### config.mk
export PLATFORM = sky130hd
export DESIGN_NAME = timer
export DESIGN_NICKNAME = d
export VERILOG_FILES = /design/src/rtl/timer_pkg.sv /design/src/rtl/ms_tick_gen.sv /design/src/rtl/timer.sv
export SDC_FILE = /design/constraint.sdc
export NUM_CORES = 1
export LEC_CHECK = 0
export ABC_AREA = 1
export CORE_AREA = 5 5 55 81
export CTS_CLUSTER_SIZE = 16
export DETAILED_ROUTE_END_ITERATION = 8
export DIE_AREA = 0 0 60 86
export GPL_TIMING_DRIVEN = 0
export PLACE_DENSITY_LB_ADDON = 0.12
export SLEW_MARGIN = 20
export SYNTH_ARGS = -nofsm -noshare
export SYNTH_HDL_FRONTEND = slang
export SYNTH_SLANG_ARGS = --single-unit
### constraint.sdc
create_clock -name clk -period 1.8 [get_ports clk]
set_input_delay 0.27 -clock clk [delete_from_list [all_inputs] [get_ports clk]]
set_output_delay 0.27 -clock clk [all_outputs]
set_load 0.01 [all_outputs]
### src/rtl/timer_pkg.sv
// Shared constants and width helper for the millisecond countdown timer.
package timer_pkg;

  // Default clocking: 50 MHz system clock gives 50000 cycles per ms.
  localparam int unsigned CLKS_PER_MS_50MHZ = 50000;

  // Largest loadable count in ms at the default build.
  localparam int unsigned MAX_MS_DEFAULT = 2047;

  // Counter width needed to hold 0..max_ms.
  function automatic int unsigned cnt_width(input int unsigned max_ms);
    cnt_width = $clog2(max_ms + 1);
  endfunction

endpackage : timer_pkg

### src/rtl/ms_tick_gen.sv
// Prescaler that turns CLKS_PER_MS enabled clock cycles into one ms tick.
// The tick is asserted during the cycle whose rising edge wraps the
// prescaler, so the consumer acts on the same edge as the wrap.
module ms_tick_gen
  import timer_pkg::*;
#(
  parameter int unsigned CLKS_PER_MS = CLKS_PER_MS_50MHZ
) (
  input  logic clk,
  input  logic stop,
  input  logic enable,
  output logic tick
);

  localparam int unsigned PW = (CLKS_PER_MS > 1) ? $clog2(CLKS_PER_MS) : 1;
  localparam logic [PW-1:0] LAST = PW'(CLKS_PER_MS - 1);

  logic [PW-1:0] cnt_q;
  logic [PW-1:0] cnt_d;
  logic          at_last;

  // Next prescaler value: clear on stop, hold while paused, wrap at LAST.
  always_comb begin
    cnt_d   = cnt_q;
    at_last = (cnt_q == LAST);
    tick    = 1'b0;
    if (stop) begin
      cnt_d = '0;
    end else if (enable) begin
      tick = at_last;
      if (at_last) begin
        cnt_d = '0;
      end else begin
        cnt_d = cnt_q + PW'(1);
      end
    end
  end

  // Prescaler register; stop acts as a synchronous clear.
  always_ff @(posedge clk) begin
    cnt_q <= cnt_d;
  end

endmodule : ms_tick_gen

### src/rtl/timer.sv
// Millisecond countdown timer: loads on stop, counts down once per ms
// while enabled, and raises a sticky game_over when the count hits zero.
module timer
  import timer_pkg::*;
#(
  parameter  int unsigned MAX_MS      = MAX_MS_DEFAULT,
  parameter  int unsigned CLKS_PER_MS = CLKS_PER_MS_50MHZ,
  localparam int unsigned W           = cnt_width(MAX_MS)
) (
  input  logic         clk,
  input  logic         stop,
  input  logic [W-1:0] start_value,
  input  logic         enable,
  output logic [W-1:0] timer_value,
  output logic         game_over
);

  // A clamp is only needed when the port can express values above MAX_MS.
  localparam longint unsigned PORT_MAX   = (longint'(1) << W) - 1;
  localparam bit              NEED_CLAMP = (longint'(MAX_MS) != PORT_MAX);

  logic         tick;
  logic [W-1:0] load_val;
  logic [W-1:0] value_q;
  logic [W-1:0] value_d;
  logic         over_q;
  logic         over_d;

  ms_tick_gen #(
    .CLKS_PER_MS (CLKS_PER_MS)
  ) u_tick (
    .clk    (clk),
    .stop   (stop),
    .enable (enable),
    .tick   (tick)
  );

  generate
    if (NEED_CLAMP) begin : g_clamp
      // Saturate oversized loads to MAX_MS.
      always_comb begin
        load_val = start_value;
        if (start_value > W'(MAX_MS)) begin
          load_val = W'(MAX_MS);
        end
      end
    end else begin : g_no_clamp
      assign load_val = start_value;
    end
  endgenerate

  // Next count and expiry flag; stop wins over ticks and expiry.
  always_comb begin
    value_d = value_q;
    over_d  = over_q;
    if (stop) begin
      value_d = load_val;
      over_d  = 1'b0;
    end else begin
      if (tick && (value_q != '0)) begin
        value_d = value_q - W'(1);
      end
      if (value_d == '0) begin
        over_d = 1'b1;
      end
    end
  end

  // Count and flag registers drive the outputs directly.
  always_ff @(posedge clk) begin
    value_q <= value_d;
    over_q  <= over_d;
  end

  assign timer_value = value_q;
  assign game_over   = over_q;

endmodule : timer

==> impl_metrics.yaml <==
status:
  outcome: "complete, but fails checks"
  violations: "setup timing"
cells_and_area:
  diodes: 0
  fillCellCount: 324
  drive_gt1_share_pct: 28.08
  multiInputGateArea_mm2: 0.001235
  final_util_pct: 66.94
  regArea_um2: 571.8
  nets: 334
  areaGrowthSynthToFinish_pct: 40.94
  stdcell_count: 360
global_route:
  grt_first_pass_wirelength_um: 7721
  grt_antenna_before_repair: 0
  overflow: 0
  grt_pass1_vias: 1849
  grt_max_degree: 16
  track_usage_pct: 19.08
placement:
  dp_hpwl_um: 3392
  portBuffers: 24
  dp_cells: 337
  post-place-ws_ns: -0.4929
  gp_congestion: 0.8961
clock_tree:
  cts_buffers: 3
  clock_sinks: 28
  cts_root_buf: "clkbuf_8"
  htreeDepth: 1
  clk_path_buf_depth: 2
  cts_hold_buf: 0
  cts_tree: "yes"
  path_clk_slew_ns: 0.10
  clk_latency_ns: 0.28
floorplanning:
  core_area_mm2: 0.003649
  die_w_um: 60
  initial_core_util_pct: 47.50
  fp-row-count: 27
  dieArea_mm2: 0.005160
  die_height_um: 86
  io_pins: 26
synth:
  synth_cell_types: 32
  netlist_area_mm2: 0.001733
  synth_sequential_area_ratio_pct: 32.35
  yosys_warnings: 0
  avgSynthCellArea_um2: 6.418
  ys_dominant_reg_cell: "dfxtp_1"
  yosys_register_bits: 28
  synth_edf_count: 0
  synthCells: 270
  syn-num-nets: 286
  async_flop_share_pct: 0
timing:
  period_share_pct: 102.3
  setup_viol: 4
  worst_pin_slew_ns: 0.4468
  whs_ns: 0.3042
  timing.fmax_mhz: 543.2
  maxSlewHeadroom_pct: 70.21
  period_minus_slack_ns: 1.841
  skew_ns: 0.003008
  slew_violations: 0
  rsz0062_at_grt: "true"
  postLayoutSetupSlackWorst_ns: -0.04091
  hold_viol_final: 0
power_and_ir_drop:
  p_sw_mw: 0.3795
  intPower_mw: 0.9731
  pwr-share-seq_pct: 51.2
  combPwrFrac_pct: 19.3
  power_density_mw_per_mm2: 553.8
  switching_share_pct: 28.06
  ir_drop_mv: 0.3786
  clockPowerShare_pct: 29.6
  totalPowerFinal_mw: 1.353
  p_leak_nw: 0.9973
route:
  wl_per_cell_um: 13.48
  viasPerCell: 5.333
  dr.pass1.iters: 4
  drc: 0
  wirelength_um: 4853
  ant_nets: 0
  vias: 1920
  drt_iter0_drc: 76
critical_path:
  worst-setup-path-type: "flop to flop"
  crit_path_cell_trace: "ha_4, nand3_1, nor2_1, nand3_1, nor2_4, nand3_2, buf_4, buf_4, buf_4, a31oi_1"
  path_common_cell: "buf_4"
  worstPathMaxFanout: 5
  worstPathArrival_ns: 2.05
  crit_required_ns: 2.01
  slowest_delay_ns: 0.38
  cp-end-kind: "flop"
  cp-start-kind: "flop"
  cpMaxStageDelayCell: "dfxtp_4"
min_path:
  hold_class: "input pin to flop"
run:
  maxCapViolCount: 0
==> stage by stage <==
step	TNS, ns	cell area (µm²)
final	-0.1071	2442
after global routing	-0.8186	2442
after CTS	0	2258
after detailed placement	-2.942	2027
after global placement	-2.712	2027
after floorplan	0	1733
==> power groups by stage <==
| stage | clock, mW | sequential, mW | combinational, mW |
|---|---|---|---|
| after floorplan | 0 | 0.700 | 0.100 |
| after global placement | 0 | 0.697 | 0.206 |
| after detailed placement | 0 | 0.695 | 0.210 |
| after CTS | 0.411 | 0.687 | 0.228 |
| after global routing | 0.434 | 0.698 | 0.284 |
| final | 0.400 | 0.692 | 0.261 |
==> registers in the layout, summed over array words and instances, names as in the netlist <==
| register | flops |
|---|---|
| game_over | 1 |
| timer_value | 11 |
| u_tick.cnt_q | 16 |
==> layer usage <==
layer | routed length [µm] | part of all wire, % | GRT usage [%] | vias up
met5 | 0 | 0 | 0 | -
met4 | 227 | 4.7 | 11.29 | 0
met3 | 116 | 2.4 | 3.012 | 21
met2 | 2701 | 56 | 36.22 | 48
met1 | 1808 | 37 | 18.05 | 881
li1 | - | - | - | 970
==> worst max-delay path, delay by kind of cell, from the launching register on <==
kind | cells | cell delay [ns]
buffers and inverters | 3 | 0.40
adder cells (fa/ha/maj) | 1 | 0.17
AO/OA/AOI/OAI | 1 | 0.14
AND/OR/NAND/NOR | 5 | 0.70
flip-flops | 1 | 0.38
==> layout by cell type (no fill, tap or decap), drive strengths merged, types with 2 or more instances in the layout <==
cell type | netlist | layout
o21ai | 3 | 3
nand3 | 20 | 20
buf | 4 | 23
nor4 | 3 | 3
clkbuf | 0 | 4
xnor2 | 2 | 2
nor2 | 63 | 63
clkdlybuf4s50 | 0 | 23
a21oi | 9 | 9
nand3b | 2 | 2
nand4 | 7 | 7
nor3 | 8 | 8
dfxtp | 28 | 28
xor2 | 4 | 4
nor3b | 5 | 5
ha | 2 | 2
nand2 | 65 | 65
inv | 29 | 30
a31oi | 9 | 9
==> Yosys cell counts, drive strengths merged (2+ instances only) <==
cell | instances | area share [%]
a21oi | 9 | 2.6
a31oi | 9 | 3.2
buf | 4 | 1.1
clkinv | 2 | 0.43
dfxtp | 28 | 32
ha | 2 | 1.4
inv | 29 | 6.3
nand2 | 65 | 15
nand3 | 20 | 6.4
nand3b | 2 | 0.87
nand4 | 7 | 2.5
nor2 | 63 | 16
nor3 | 8 | 2.6
nor3b | 5 | 2.5
nor4 | 3 | 1.1
o21ai | 3 | 0.87
xnor2 | 2 | 1.0
xor2 | 4 | 2.0
==> cell type report <==
cell class,count,share of cell area [%]
multi-input cells,207,50.56
well taps,43,2.203
plain buffers,4,0.7684
flip-flops and latches,28,23.41
inverters,31,4.867
repair buffers,43,15.93
clock buffers,4,2.254
==> kinds of logic (layout without fill, tap and decap cells) <==
family,count (synthesis),count (layout),synth area share [%]
AND/OR/NAND/NOR,175,175,47.08
buffers and inverters,35,82,7.798
flip-flops,28,28,32.35
AO/OA/AOI/OAI,24,24,8.303
XOR/XNOR,6,6,3.032
adder cells (fa/ha/maj),2,2,1.444
==> repair_timing <==
action | in CTS | in global routing
endpoints found under the hold margin | 0 | 0
endpoints found under the setup margin | 5 | 6
pin swaps | 15 | 24
gates resized for setup | 33 | 34
buffers inserted | 10 | 9
==> final timing paths <==
kind                   startpoint        endpoint  slack [ns]  cells past startpoint
setup reg to reg  u_tick.cnt_q[0]  timer_value[4]       -0.04                     10
hold reg to reg         game_over       game_over        0.50                      2
setup / recovery  u_tick.cnt_q[0]  timer_value[4]       -0.04                     10
hold / removal               stop       game_over        0.30                      2
No activity file was read; power rests on OpenSTA's default activity.
